File: config.mk
export PLATFORM = sky130hd
export DESIGN_NAME = ball_box_ctrl
export DESIGN_NICKNAME = d
export VERILOG_FILES = /design/src/rtl/ball_pkg.sv /design/src/rtl/ball_thresh_regs.sv /design/src/rtl/ball_box_ctrl.sv
export SDC_FILE = /design/constraint.sdc
export NUM_CORES = 1
export LEC_CHECK = 0
export BUFFER_PORTS_ARGS = -buffer_cell sky130_fd_sc_hd__buf_4
export CAP_MARGIN = 20
export CORE_ASPECT_RATIO = 0.75
export CORE_MARGIN = 1
export CORE_UTILIZATION = 30
export CTS_CLUSTER_SIZE = 12
export DETAILED_ROUTE_END_ITERATION = 8
export GPL_TIMING_DRIVEN = 0
export PLACE_DENSITY_LB_ADDON = 0.2
export SYNTH_ARGS = -nofsm -noshare
export SYNTH_HDL_FRONTEND = slang
export SYNTH_SLANG_ARGS = --single-unit
File: constraint.sdc
create_clock -name clk -period 8.81 [get_ports clk]
set_clock_uncertainty 0.2 [all_clocks]
set_input_delay 1.762 -clock clk [delete_from_list [all_inputs] [get_ports clk]]
set_output_delay 1.762 -clock clk [all_outputs]
set_load 0.01 [all_outputs]
File: src/rtl/ball_pkg.sv
// Shared constants for the colour-detect box controller: config addresses,
// reset thresholds and FSM state encoding.
package ball_pkg;

    localparam logic [1:0] CFG_CB_LO = 2'd0;
    localparam logic [1:0] CFG_CB_HI = 2'd1;
    localparam logic [1:0] CFG_CR_LO = 2'd2;
    localparam logic [1:0] CFG_CR_HI = 2'd3;

    localparam logic [7:0] DEF_CB_LO = 8'h30;
    localparam logic [7:0] DEF_CB_HI = 8'h80;
    localparam logic [7:0] DEF_CR_LO = 8'hC8;
    localparam logic [7:0] DEF_CR_HI = 8'hFF;

    typedef enum logic [1:0] {
        ST_IDLE,
        ST_ACTIVE,
        ST_PUBLISH
    } state_t;

    function automatic logic [7:0] def_thresh(input logic [1:0] addr);
        case (addr)
            CFG_CB_LO: return DEF_CB_LO;
            CFG_CB_HI: return DEF_CB_HI;
            CFG_CR_LO: return DEF_CR_LO;
            default:   return DEF_CR_HI;
        endcase
    endfunction

endpackage

File: src/rtl/ball_thresh_regs.sv
// Cb/Cr threshold window: software writes land in shadow registers, and the
// active set used for matching only changes on the commit strobe.
module ball_thresh_regs
    import ball_pkg::*;
(
    input  logic       clk,
    input  logic       rst,
    input  logic       cfg_wr,
    input  logic [1:0] cfg_addr,
    input  logic [7:0] cfg_wdata,
    input  logic       commit,
    output logic [7:0] cb_lo,
    output logic [7:0] cb_hi,
    output logic [7:0] cr_lo,
    output logic [7:0] cr_hi
);

    logic [7:0] shadow [4];
    logic [7:0] active [4];

    // A write on the commit cycle lands in the shadow after the copy, so it waits a frame.
    always_ff @(posedge clk) begin
        if (rst) begin
            for (int i = 0; i < 4; i++) begin
                shadow[i] <= def_thresh(2'(i));
                active[i] <= def_thresh(2'(i));
            end
        end else begin
            if (cfg_wr) begin
                shadow[cfg_addr] <= cfg_wdata;
            end
            if (commit) begin
                for (int i = 0; i < 4; i++) begin
                    active[i] <= shadow[i];
                end
            end
        end
    end

    assign cb_lo = active[CFG_CB_LO];
    assign cb_hi = active[CFG_CB_HI];
    assign cr_lo = active[CFG_CR_LO];
    assign cr_hi = active[CFG_CR_HI];

endmodule

File: src/rtl/ball_box_ctrl.sv
// Colour-detect frame controller: pixel mask, per-frame bounding box, frame-synced thresholds.
// Define BOX_CENTER_EN to add the registered box_cx/box_cy centre outputs.
module ball_box_ctrl
    import ball_pkg::*;
#(
    parameter  int H_RES   = 640,
    parameter  int V_RES   = 480,
    parameter  int MIN_PIX = 64,
    localparam int X_W     = $clog2(H_RES),
    localparam int Y_W     = $clog2(V_RES)
) (
    input  logic           clk,
    input  logic           rst,
    input  logic           in_vsync,
    input  logic           in_hsync,
    input  logic           in_de,
    input  logic [7:0]     in_cb,
    input  logic [7:0]     in_cr,
    input  logic           cfg_wr,
    input  logic [1:0]     cfg_addr,
    input  logic [7:0]     cfg_wdata,
    output logic           mask_vsync,
    output logic           mask_hsync,
    output logic           mask_de,
    output logic [7:0]     mask_data,
    output logic           box_valid,
    output logic           box_found,
    output logic [X_W-1:0] box_x0,
    output logic [X_W-1:0] box_x1,
    output logic [Y_W-1:0] box_y0,
    output logic [Y_W-1:0] box_y1
`ifdef BOX_CENTER_EN
    ,
    output logic [X_W-1:0] box_cx,
    output logic [Y_W-1:0] box_cy
`endif
);

    localparam logic [X_W-1:0] X_MAX   = X_W'(H_RES - 1);
    localparam logic [Y_W-1:0] Y_MAX   = Y_W'(V_RES - 1);
    localparam logic [19:0]    CNT_MAX = 20'hFFFFF;
    localparam logic [19:0]    CNT_MIN = 20'(MIN_PIX);

    state_t state, state_next;

    logic           vsync_rise, de_fall, match, any_hit;
    logic           clear_trk, load_box;
    logic [7:0]     cb_lo, cb_hi, cr_lo, cr_hi;
    logic [X_W-1:0] x, x_min, x_max;
    logic [Y_W-1:0] y, y_min, y_max;
    logic [19:0]    pix_cnt;

    // The delayed syncs double as the edge-detect history.
    assign vsync_rise = in_vsync & ~mask_vsync;
    assign de_fall    = mask_de & ~in_de;
    assign match      = in_de && (in_cb > cb_lo) && (in_cb < cb_hi)
                              && (in_cr > cr_lo) && (in_cr < cr_hi);
    assign any_hit    = (pix_cnt != 20'd0);

    ball_thresh_regs u_thresh (
        .clk       (clk),
        .rst       (rst),
        .cfg_wr    (cfg_wr),
        .cfg_addr  (cfg_addr),
        .cfg_wdata (cfg_wdata),
        .commit    (vsync_rise),
        .cb_lo     (cb_lo),
        .cb_hi     (cb_hi),
        .cr_lo     (cr_lo),
        .cr_hi     (cr_hi)
    );

    always_ff @(posedge clk) begin
        if (rst) begin
            mask_vsync <= 1'b0;
            mask_hsync <= 1'b0;
            mask_de    <= 1'b0;
            mask_data  <= 8'h00;
        end else begin
            mask_vsync <= in_vsync;
            mask_hsync <= in_hsync;
            mask_de    <= in_de;
            mask_data  <= match ? 8'hFF : 8'h00;
        end
    end

    always_ff @(posedge clk) begin
        if (rst) begin
            state <= ST_IDLE;
        end else begin
            state <= state_next;
        end
    end

    // Box registers load on the closing vsync edge, so they are already valid while box_valid is high.
    always_comb begin
        state_next = state;
        clear_trk  = 1'b0;
        load_box   = 1'b0;
        box_valid  = 1'b0;
        case (state)
            ST_IDLE: begin
                if (vsync_rise) begin
                    state_next = ST_ACTIVE;
                    clear_trk  = 1'b1;
                end
            end
            ST_ACTIVE: begin
                if (vsync_rise) begin
                    state_next = ST_PUBLISH;
                    load_box   = 1'b1;
                end
            end
            ST_PUBLISH: begin
                state_next = ST_ACTIVE;
                clear_trk  = 1'b1;
                box_valid  = 1'b1;
            end
            default: state_next = ST_IDLE;
        endcase
    end

    always_ff @(posedge clk) begin
        if (rst || clear_trk) begin
            x <= '0;
            y <= '0;
        end else if (de_fall) begin
            x <= '0;
            if (y != Y_MAX) y <= y + 1'b1;
        end else if (in_de && x != X_MAX) begin
            x <= x + 1'b1;
        end
    end

    always_ff @(posedge clk) begin
        if (rst || clear_trk) begin
            x_min   <= '1;
            x_max   <= '0;
            y_min   <= '1;
            y_max   <= '0;
            pix_cnt <= '0;
        end else if (match && state == ST_ACTIVE) begin
            if (x < x_min) x_min <= x;
            if (x > x_max) x_max <= x;
            if (y < y_min) y_min <= y;
            if (y > y_max) y_max <= y;
            if (pix_cnt != CNT_MAX) pix_cnt <= pix_cnt + 1'b1;
        end
    end

`ifdef BOX_CENTER_EN
    logic [X_W:0] x_sum;
    logic [Y_W:0] y_sum;
    assign x_sum = {1'b0, x_min} + {1'b0, x_max};
    assign y_sum = {1'b0, y_min} + {1'b0, y_max};
`endif

    // An empty frame reports zero coordinates rather than the all-ones min seed.
    always_ff @(posedge clk) begin
        if (rst) begin
            box_found <= 1'b0;
            box_x0    <= '0;
            box_x1    <= '0;
            box_y0    <= '0;
            box_y1    <= '0;
`ifdef BOX_CENTER_EN
            box_cx    <= '0;
            box_cy    <= '0;
`endif
        end else if (load_box) begin
            box_found <= (pix_cnt >= CNT_MIN);
            box_x0    <= any_hit ? x_min : '0;
            box_x1    <= any_hit ? x_max : '0;
            box_y0    <= any_hit ? y_min : '0;
            box_y1    <= any_hit ? y_max : '0;
`ifdef BOX_CENTER_EN
            box_cx    <= any_hit ? x_sum[X_W:1] : '0;
            box_cy    <= any_hit ? y_sum[Y_W:1] : '0;
`endif
        end
    end

endmodule

==> impl_results.md, run 1 <==
- Ys flop type: dfxtp_1
- Yosys warnings: 0
- Psw: roughly 0.47 mW
- Period utilization: 0.468
- Flop pwr share: 0.512
- Total Wirelength: 23,700 um
- WP data required: between 8 and 9 ns
- Core area: about 30,000 um^2
- Slew Limit Headroom: 0.368
- Later-pin clock latency in the skew report: roughly 0.44 ns
- WL/cell: roughly 16 um
- Hpwl dp: approximately 18,000 um
- Worst Hold Class: reg -> reg
- Hold Buf Count CTS: 0
- # Post-CTS Setup Buffers: 0
- Crit path kind: in -> reg
- CTS sink cnt: between 150 and 200
- Worst slack, placed: 4.26 ns
- Die ar.: 30,700 um^2
- Mean Syn Cell Area: slightly below 10 um^2
- CP Launch Type: input port
- Hold-critical path depth: 2
- Worst R2R End: pix_cnt[1]$_SDFFE_PP0P_
- Least-Margin Pin Slew: between 0.9 and 1 ns
- CTS buffer count: 17
- Worst vdd ir: 0.138 mV
- Sequential area share after synthesis: 0.485
- Cell area after synthesis: roughly 9000 um^2
- Post-synth EDFFs: 64
- DR DRC count: 0
- Synth cell types: 55
- Register Area: between 4000 and 5000 um^2
- Static Leakage: roughly 4.3 nW
- Number of max-cap violations: 0
- Post-route non-filler standard cell count: roughly 1,400
- H-tree levels: 4
- Status: completed
- Num ports: 83
- Maximum fanout along the worst path: 10
- Maximum clock insertion buffer count: 2
- Share of cells above drive strength 1: 0.132
- Combinational power share: 0.072
- # nets final: 1,138
- Routability cong.: just over 0.8
- Die Height: between 150 and 200 um
- Ys async rst share: 0
- Clock power share: 0.416
- GRT Total Usage: 0.155
- Hold_sp: y_max[2]$_SDFFE_PP0P_
- Worst R2R Start: u_thresh.active[0][1]$_SDFFCE_PN0P_
- Final hold viol count: 0
- Vias in the first global route: approximately 6,400
- Initial antenna violation count: 0
- Placed Cells: 1,409
- CTS tree: yes
- Final ANT Viol Nets: 0
- Peak Freq: roughly 240 MHz
- Root Driver: clkbuf_16
- Pins Over Slew Limit: 0
- Multi-input logic area: between 4000 and 5000 um^2
- WHS: between 0.2 and 0.3 ns
- Die Wd: 202 um
- Crit path time final: 4.12 ns
- First-pass GRT wire length: between 30,000 and 40,000 um
- Synth Register Bits: between 150 and 200
- Hold Path End: y_max[2]$_SDFFE_PP0P_
- PortBufs: 82
- Setup TNS: 0 ns
- Sw frac: 0.258
- Rows: between 50 and 60
- # fillers: ~3,000
- Yosys top cell area share: 0.271
- CP endpoint kind: flip-flop
- R2R Setup Slk: ~5.8 ns
- Vias: ~6,800
- Mapped Nets: just over 1,000
- Internal power: 1.34 mW
- Cells after synthesis: slightly above 900
- DRT iter0 DRCs: ~500
- Largest net degree at the start of global routing: 33
- Reg2reg path depth: 11
- Antenna diodes: 0
- Initial Utilization: 0.307
- Arrival @ worst endpoint: 4.29 ns
- Final Setup Violations: 0
- Pwr Density: between 150 and 200 nW/um^2
- Vias per cell: 4.75
- Initial DRT Pass Iterations: 4
- Resize count post-CTS: 0
- Grt ovf: 0
- RSZ-0062 raised after global routing: no
- Area leader, netlist: dfxtp_1
- Area Growth Syn to Fin: 18.6%
- Synth area leaders: dfxtp_1, edfxtp_1, ha_1
- Worst-path clk slew: about 0.070 ns
- Final worst setup slack: about 4.7 ns
==> flip-flops by register name, summed over array words and instances, names as in the netlist <==
register and cells:
x 10, u_thresh.active 32, y_max 9, y_min 9, mask_data 1, box_y0 9, box_x0 10, box_x1 10
mask_de 1, box_found 1, mask_hsync 1, y 9, box_y1 9, state 2, pix_cnt 20, x_min 10
u_thresh.shadow 32, x_max 10, mask_vsync 1
==> routing by layer <==
metal,GRT usage,share of wire,vias to the layer above,routed length (um)
li1,-,-,3537,-
met5,0,0,-,0
met2,0.215,0.41,119,9710
met1,0.245,0.55,3180,12900
met4,0.0375,0.0079,0,187
met3,0.0260,0.036,13,842
==> worst max path at each step <==
stage,from,to,slack [ns],depth (start not counted)
6_report,in_cb[7],x_min[5]$_SDFFE_PP1P_,4.69,11
5_1_grt,in_cb[1],pix_cnt[1]$_SDFFE_PP0P_,4.48,11
4_1_cts,in_cb[1],pix_cnt[4]$_SDFFE_PP0P_,4.71,11
3_5_place_dp,in_cb[7],x_max[8]$_SDFFE_PP0P_,4.26,11
3_3_place_gp,in_cb[1],pix_cnt[1]$_SDFFE_PP0P_,4.25,11
2_1_floorplan,in_cb[7],y_max[0]$_SDFFE_PP0P_,4.78,10
==> cells in the final DEF (no fill, tap or decap), drive strengths merged, types with 7 or more instances in the layout <==
cell type / n
dfxtp: 122
buf: 99
inv: 81
nor2: 79
ha: 70
nand3: 65
edfxtp: 64
nand2: 51
clkbuf: 50
o21ai: 40
a21oi: 38
a22oi: 38
and2: 36
nand2b: 34
nand4: 16
mux2i: 15
nor4: 14
nor2b: 11
xor2: 11
or3: 10
nor3: 8
a21o: 8
o21a: 7
o31ai: 7
and3: 7
==> power by group through the flow <==
stage / Clock [mW] / Combinational [mW] / Sequential (mW)
floorplan: 0 / 0.0783 / 0.938
global placement: 0 / 0.130 / 0.943
detailed placement: 0 / 0.132 / 0.943
CTS: 0.770 / 0.132 / 0.923
global route: 0.805 / 0.146 / 0.926
finish: 0.749 / 0.130 / 0.923
==> cells in the mapped netlist (4+ instances only) <==
cell	count
nand4_1	15
mux2i_1	15
xor2_1	11
a21o_1	8
and4_1	4
nor4_1	11
and2_1	36
nor3_1	8
ha_1	70
xnor2_1	4
o311ai_0	5
or2_2	4
nor2b_1	11
inv_1	73
a22oi_1	38
or3_1	10
a21oi_1	38
buf_4	8
o41ai_1	5
o21ai_0	38
nand3_1	65
or4_1	6
nand2b_1	34
nor2_1	79
dfxtp_1	122
nand2_1	51
o31ai_1	7
and3_1	7
buf_2	4
edfxtp_1	64
clkbuf_1	33
a31oi_1	6
o21a_1	7
==> logic make-up (layout without fill, tap and decap cells) <==
logic type / count (synthesis) / count (layout) / share of synthesized area
flops: 186 / 186 / 0.485
fa+ha+maj: 70 / 70 / 0.0973
simple gates: 351 / 351 / 0.203
buf+inv: 123 / 237 / 0.0568
xor+xnor: 15 / 15 / 0.0146
mux: 15 / 15 / 0.0167
compound gates: 175 / 175 / 0.127
==> stage by stage <==
stage,area (um^2),power [mW],util
after CTS,10700,1.83,0.364
after global routing,10700,1.88,0.364
after floorplan,9000,1.02,-
after detailed placement,10100,1.07,0.345
after global placement,10100,1.07,0.345
final,10700,1.80,0.364
==> worst max-delay path, stage by stage <==
cell      delay (ns)
buf_4           0.12
ha_1            0.32
a211oi_2        0.22
o211ai_1        0.17
nor4_2          0.23
o311ai_1        0.15
nor2_1          0.29
buf_2           0.29
buf_1           0.46
nand3_1         0.16
nand3_1         0.11
==> layout make-up <==
cell class | count | share of cell area
inverter | 73 | 0.0256
multi-input combinational | 626 | 0.386
tap | 392 | 0.0459
buffer | 50 | 0.0223
clock inverter | 15 | 0.0138
timing repair buffer | 82 | 0.0576
sequential | 186 | 0.408
clock buffer | 17 | 0.0398
No activity file was read; power rests on OpenSTA's default activity.
==> inputs of run 2 (changes only) <==
- ABC_AREA: default -> 1
- clock period: 8.81 -> 3.43 ns (I/O delays scaled with it)
==> impl_results.md, run 2 <==
- Status: completed (unchanged)
- Most numerous cell in the Yosys netlist: nand2_1 (was dfxtp_1)
- DRT iter0 DRCs: 531 (was 498)
- Initial antenna violation count: 0 (unchanged)
- Resize count post-CTS: 0 (unchanged)
- Crit path time final: approximately 2.9 ns
- Worst Hold Class: in -> reg (was reg -> reg)
- Clock power share: 0.412 (was 0.416)
- Post-Synth Adder-Cell Area: 0.0921 (was 0.0973)
- Number of max-cap violations: 0 (unchanged)
- CTS buffer count: 17 (unchanged)
- PortBufs: 81 (was 82)
- Area Growth Syn to Fin: 18.2% (was 18.6%)
- WP data required: 3.38 ns (was 8.97 ns)
- Commonest non-fill, non-tap cell in the layout: nand2_1 (was dfxtp_1)
- Die Wd: 208 um (was 202 um)
- Maximum fanout along the worst path: 17 (was 10)
- Worst R2R Start: y[4]$_SDFFE_PP0P_ (was u_thresh.active[0][1]$_SDFFCE_PN0P_)
- Later-pin clock latency in the skew report: 0.44 ns (about the same)
- Largest family of logic cells by synthesized area: simple AND/OR/NAND/NOR gates (unchanged)
- Compound-Gate Fraction of Synth Area: 0.0867 (was 0.127)
- Cell area after synthesis: 9510 um^2 (was 9000 um^2)
- CTS tree: yes (unchanged)
- Combinational power share: 0.089 (was 0.072)
- Yosys top cell area share: 0.257 (was 0.271)
- R2R Setup Slk: 0.71 ns (was 5.75 ns)
- Final ANT Viol Nets: 0 (unchanged)
- Psw: 1.24 mW (was 0.465 mW)
- Period utilization: 0.857
- Synth Register Bits: 186 (unchanged)
- CTS sink cnt: 186 (unchanged)
- Worst-path clk slew: 0.07 ns (about the same)
- Synth top cells by count: nand2_1, inv_1, nor2_1 (was dfxtp_1, nor2_1, inv_1)
- Synth area leaders: dfxtp_1, edfxtp_1, nand2_1 (was dfxtp_1, edfxtp_1, ha_1)
- Initial DRT Pass Iterations: 5 (was 4)
- Post-Route M1 WL: 13,100 um (was 12,900 um)
- Worst slack, placed: -0.00325 ns (was 4.26 ns)
- Largest net degree at the start of global routing: 19 (was 33)
- Peak Freq: between 300 and 400 MHz
- Simple-Gate Fraction of Synth Area: 0.253 (was 0.203)
- Arrival @ worst endpoint: 2.89 ns (was 4.29 ns)
- Top sig layer: met4 (unchanged)
- Commonest cells after routing, fill and taps aside: nand2_1, inv_1, nor2_1 (was dfxtp_1, buf_4, nor2_1)
- Total Wirelength: 24,100 um (was 23,700 um)
- Ys async rst share: 0 (unchanged)
- CP endpoint kind: flip-flop (unchanged)
- Sequential area share after synthesis: 0.459 (was 0.485)
- Slew Limit Headroom: 0.442 (was 0.368)
- Hpwl dp: 18,400 um (was 17,900 um)
- First-pass GRT wire length: 38,900 um (was 37,300 um)
- Antenna diodes: 0 (unchanged)
- # Post-CTS Setup Buffers: 0 (unchanged)
- Rows: 56 (was 54)
- Num ports: 83 (unchanged)
- Mapped Nets: 1,299 (was 1,037)
- WL met3: 930 um (was 842 um)
- Core area: 31,300 um^2 (was 29,300 um^2)
- Vias per cell: 4.53 (was 4.75)
- Ys flop type: dfxtp_1 (unchanged)
- Die Height: 156 um (was 152 um)
- Pwr Total: 4.82 mW (was 1.80 mW)
- Final hold viol count: 0 (unchanged)
- Final core utilization: 0.360 (was 0.364)
- Area leader, netlist: dfxtp_1 (unchanged)
- Flop pwr share: 0.499 (was 0.512)
- Met2 Wirelength: 9860 um (was 9710 um)
- Sw frac: 0.257 (was 0.258)
- GRT Total Usage: 0.153 (was 0.155)
- DR DRC count: 0 (unchanged)
- Vias in the first global route: 7,187 (was 6,405)
- Post-synth EDFFs: 64 (unchanged)
- Die ar.: 32,400 um^2 (was 30,700 um^2)
- Largest registers: u_thresh.active (32), u_thresh.shadow (32), pix_cnt (20) (unchanged)
- Initial Utilization: 0.304 (was 0.307)
- Share of cells above drive strength 1: 0.127 (was 0.132)
- Crit path kind: in -> reg (unchanged)
- Final worst setup slack: 0.490 ns (was 4.69 ns)
- H-tree levels: 4 (unchanged)
- Hold Buf Count CTS: 0 (unchanged)
- Grt ovf: 0 (unchanged)
- Pwr Density: 429 nW/um^2 (was 169 nW/um^2)
- Mean Syn Cell Area: 7.95 um^2 (was 9.63 um^2)
- Synth Area in XOR/XNOR: 0.0184 (was 0.0146)
- Yosys warnings: 0 (unchanged)
- WHS: 0.244 ns (was 0.281 ns)
- Routability cong.: 0.823 (about the same)
- Reg2reg path depth: 9 (was 11)
- Worst vdd ir: 0.312 mV (was 0.138 mV)
- CP Launch Type: input port (unchanged)
- Critical path destination: u_thresh.active[3][6]$_SDFFCE_PN1P_ (was x_min[5]$_SDFFE_PP1P_)
- # nets final: 1,401 (was 1,138)
- Vias: 7,783 (was 6,849)
- RSZ-0062 raised after global routing: no (unchanged)
- Root Driver: clkbuf_16 (unchanged)
- Maximum clock insertion buffer count: 2 (unchanged)
- WL/cell: 14.0 um (was 16.4 um)
- Static Leakage: 5.21 nW (was 4.32 nW)
- Cells after synthesis: 1,197 (was 935)
- Post-synthesis mux area share: 0 (was 0.0167)
- Internal power: 3.58 mW (was 1.34 mW)
- Least-Margin Pin Slew: 0.837 ns (was 0.946 ns)
- Worst R2R End: y_min[6]$_SDFFE_PP1P_ (was pix_cnt[1]$_SDFFE_PP0P_)
- Pins Over Slew Limit: 0 (unchanged)
- Setup crit start: rst (was in_cb[7])
- Synth cell types: 36 (was 55)
- Setup TNS: 0 ns (unchanged)
- Final Setup Violations: 0 (unchanged)
## run 2: cell count changes after synthesis, sizes merged, moves of 21 or more
| cell | previous run | this run |
|---|---|---|
| a21oi | 38 | 94 |
| a22oi | 38 | 0 |
| and2 | 36 | 0 |
| inv | 73 | 168 |
| nand2 | 51 | 264 |
| nand2b | 34 | 0 |
| nand3 | 65 | 44 |
| nand4 | 16 | 52 |
| nor2 | 79 | 149 |
## run 2: worst min-delay path by stage
stage / from / endpoint / slack (ns) / cells past startpoint
2_1_floorplan: y_max[1]$_SDFFE_PP0P_ / box_y1[1]$_SDFFE_PP0P_ / 0.24 / 2
3_3_place_gp: y_max[7]$_SDFFE_PP0P_ / box_y1[7]$_SDFFE_PP0P_ / 0.26 / 2
3_5_place_dp: y_max[2]$_SDFFE_PP0P_ / box_y1[2]$_SDFFE_PP0P_ / 0.26 / 2
4_1_cts: in_hsync / mask_hsync$_SDFF_PP0_ / 0.23 / 3
5_1_grt: in_vsync / mask_vsync$_SDFF_PP0_ / 0.24 / 3
6_report: in_hsync / mask_hsync$_SDFF_PP0_ / 0.24 / 3
## run 2: layout make-up
type | instances | area [um^2]
Sequential cell | 186 | 4360
Multi-Input combinational cell | 794 | 4280
Buffer | 49 | 238
Inverter | 168 | 631
Clock inverter | 14 | 155
Clock buffer | 18 | 429
Timing Repair Buffer | 83 | 641
Fill cell | 3259 | 20000
Tap cell | 406 | 508
## run 2: kinds of logic after synthesis
group / Yosys count
flip-flops: 186
adder cells (fa/ha/maj): 70
AND/OR/NAND/NOR: 545
buffers and inverters: 217
XOR/XNOR: 20
AO/OA/AOI/OAI: 159
## run 2: stage by stage
stage | instances | instance area (um^2)
floorplan | 1197 | 9510
global placement | 1684 | 10600
detailed placement | 1686 | 10700
CTS | 1718 | 11200
global route | 1718 | 11200
finish | 1718 | 11200
## run 2: critical path, stage by stage
cell	delay, ns
clkbuf_1	0.61
inv_2	0.29
clkbuf_1	0.36
nand2_1	0.69
buf_16	0.23
## run 2: power by group through the flow
stage | clock (mW) | combinational, mW | sequential, mW
floorplan | 0 | 0.240 | 2.46
global placement | 0 | 0.421 | 2.46
detailed placement | 0 | 0.432 | 2.46
CTS | 2.04 | 0.434 | 2.41
global route | 2.12 | 0.483 | 2.42
finish | 1.99 | 0.428 | 2.41
## run 2: metal layers
metal  vias to the layer above  global-route usage
met1                      3533               0.226
met4                         0              0.0416
li1                       4092                   -
met3                        16              0.0309
met2                       142               0.223
met5                         -                   0
==> inputs of run 3 (changes only) <==
- clock period: 3.43 -> 2.6 ns (I/O delays scaled with it)
==> impl_results.md, run 3 (synthesis results as in run 2) <==
- Vias: 7,759 (was 7,783)
- CP bufs+invs: 1 (was 4)
- Slew Limit Headroom: 0.546 (was 0.442)
- R2R Setup Slk: 0.14 ns (was 0.71 ns)
- # nets final: 1,400 (was 1,401)
- CP Launch Type: flip-flop (was input port)
- DR DRC count: 0 (unchanged)
- Vias in the first global route: 7,202 (was 7,187)
- Final Setup Violations: 0 (unchanged)
- Grt ovf: 0 (unchanged)
- Core area: 31,300 um^2 (unchanged)
- Share of cells above drive strength 1: 0.133 (was 0.127)
- Commonest non-fill, non-tap cell in the layout: nand2_1 (unchanged)
- Placed cell areas: 10,700 um^2 (unchanged)
- Final core utilization: 0.362 (was 0.360)
- Least-Margin Pin Slew: 0.680 ns (was 0.837 ns)
- CTS sink cnt: 186 (unchanged)
- Static Leakage: 5.25 nW (was 5.21 nW)
- GRT Total Usage: 0.153 (about the same)
- Worst R2R Start: pix_cnt[0]$_SDFFE_PP0P_ (was y[4]$_SDFFE_PP0P_)
- Worst-path clk slew: 0.07 ns (about the same)
- CP max stage delay: 0.42 ns (was 0.69 ns)
- Maximum clock insertion buffer count: 2 (unchanged)
- Number of max-cap violations: 0 (unchanged)
- Crit path cell chain: ha_1, nand2_1, nor2_2, nand3_2, nor2_4, nand3_4, clkbuf_1, nand4_1, a21oi_1 (was clkbuf_1, inv_2, clkbuf_1, nand2_1, buf_16)
- Initial DRT Pass Iterations: 7 (was 5)
- Final ANT Viol Nets: 0 (unchanged)
- Total Wirelength: 24,000 um (was 24,100 um)
- DRT iter0 DRCs: 500 (was 531)
- Status: completed (unchanged)
- H-tree levels: 4 (unchanged)
- # fillers: 3,257 (was 3,259)
- Die ar.: 32,400 um^2 (unchanged)
- Largest registers: u_thresh.active (32), u_thresh.shadow (32), pix_cnt (20) (unchanged)
- Initial Utilization: 0.304 (unchanged)
- Routability cong.: 0.823 (unchanged)
- WL/cell: 14.0 um (about the same)
- Worst Hold Class: in -> reg (unchanged)
- Vias per cell: 4.52 (was 4.53)
- CTS buffer count: 17 (unchanged)
- Worst vdd ir: 0.407 mV (was 0.312 mV)
- Post-Layout Inst Area: 11,300 um^2 (was 11,200 um^2)
- Final hold viol count: 0 (unchanged)
- Commonest cells after routing, fill and taps aside: nand2_1, inv_1, nor2_1 (unchanged)
- Reg2reg path depth: 9 (unchanged)
- Hold_sp: in_hsync (unchanged)
- Hold-critical path depth: 3 (unchanged)
- CP endpoint kind: flip-flop (unchanged)
- Setup crit start: pix_cnt[0]$_SDFFE_PP0P_ (was rst)
- Later-pin clock latency in the skew report: 0.44 ns (about the same)
- Worst slack, placed: -0.667 ns (was -0.00325 ns)
- Num ports: 83 (unchanged)
- Stages on the worst setup path: 9 (was 5)
- CTS tree: yes (unchanged)
- Root Driver: clkbuf_16 (unchanged)
- Register Area: 4360 um^2 (unchanged)
- Rows: 56 (unchanged)
- First-pass GRT wire length: 38,900 um (about the same)
- Peak Freq: between 400 and 500 MHz
- Critical path's top delay family: simple AND/OR/NAND/NOR gates (was buffers and inverters)
- Critical path destination: pix_cnt[10]$_SDFFE_PP0P_ (was u_thresh.active[3][6]$_SDFFCE_PN1P_)
- Crit path time final: ~2.5 ns
- Crit path kind: reg -> reg (was in -> reg)
- Die Height: 156 um (unchanged)
- WHS: 0.0796 ns (was 0.244 ns)
- RSZ-0062 raised after global routing: no (unchanged)
- Arrival @ worst endpoint: 2.57 ns (was 2.89 ns)
- Largest net degree at the start of global routing: 19 (unchanged)
- Initial antenna violation count: 0 (unchanged)
- Slowest-stage cell, CP: dfxtp_1 (was nand2_1)
- Pins Over Slew Limit: 0 (unchanged)
- Pwr Density: 564 nW/um^2 (was 429 nW/um^2)
- PortBufs: 81 (unchanged)
- Hpwl dp: 18,400 um (unchanged)
- Antenna diodes: 0 (unchanged)
- Area Growth Syn to Fin: 18.9% (was 18.2%)
- Maximum fanout along the worst path: 10 (was 17)
- WP data required: 2.71 ns (was 3.38 ns)
- Multi-input logic area: 4330 um^2 (was 4280 um^2)
- Final worst setup slack: 0.135 ns (was 0.490 ns)
- Worst R2R End: pix_cnt[10]$_SDFFE_PP0P_ (was y_min[6]$_SDFFE_PP1P_)
- Die Wd: 208 um (unchanged)
- Period utilization: 0.948
## run 3: changes by cell type in the layout (fill, tap and decap cells not counted), sizes merged
cell | before | now
clkbuf | 45 | 44
## run 3: cell type report
type / count / area share
Tap cell: 406 / 0.0449
Clock inverter: 14 / 0.0137
Sequential cell: 186 / 0.386
Clock buffer: 18 / 0.0380
Timing Repair Buffer: 84 / 0.0573
Buffer: 47 / 0.0214
Inverter: 168 / 0.0558
Multi-Input combinational cell: 794 / 0.383
## run 3: worst min-delay path by stage
stage	endpoint	slack, ns
final	mask_hsync$_SDFF_PP0_	0.08
after global routing	mask_vsync$_SDFF_PP0_	0.08
after CTS	mask_hsync$_SDFF_PP0_	0.06
after detailed placement	box_y1[2]$_SDFFE_PP0P_	0.26
after global placement	box_y1[7]$_SDFFE_PP0P_	0.26
after floorplan	box_y1[1]$_SDFFE_PP0P_	0.24
## run 3: per-layer routing
metal / up-vias / track usage / wire [um]
met5: - / 0 / 0
met4: 0 / 0.0416 / 248
met3: 18 / 0.0309 / 905
met2: 133 / 0.224 / 9780
met1: 3519 / 0.226 / 13100
li1: 4089 / - / -
## run 3: timing repair
action,in CTS,in global routing
resized for setup,7,12
setup endpoints to repair,69,72
hold buffers,0,0
pin swaps,0,1
endpoints found under the hold margin,0,0
setup buffers,0,1
## run 3: stage by stage
| step | instances | TNS (ns) | power, mW |
|---|---|---|---|
| floorplan | 1197 | 0 | 3.56 |
| global placement | 1684 | -57.34 | 3.80 |
| detailed placement | 1686 | -48.52 | 3.81 |
| CTS | 1718 | -0.491 | 6.44 |
| global route | 1717 | 0 | 6.64 |
| finish | 1717 | 0 | 6.37 |
## run 3: worst reg2reg max path: stages (launching register included)
cell      delay, ns
dfxtp_1        0.42
ha_1           0.34
nand2_1        0.13
nor2_2         0.22
nand3_2        0.13
nor2_4         0.16
nand3_4        0.16
clkbuf_1       0.30
nand4_1        0.20
a21oi_1        0.07
## run 3: power by group
group          internal, mW  switching, mW
Sequential             3.12         0.0489
Combinational         0.207          0.368
Clock                  1.40           1.23
Total                  4.73           1.65
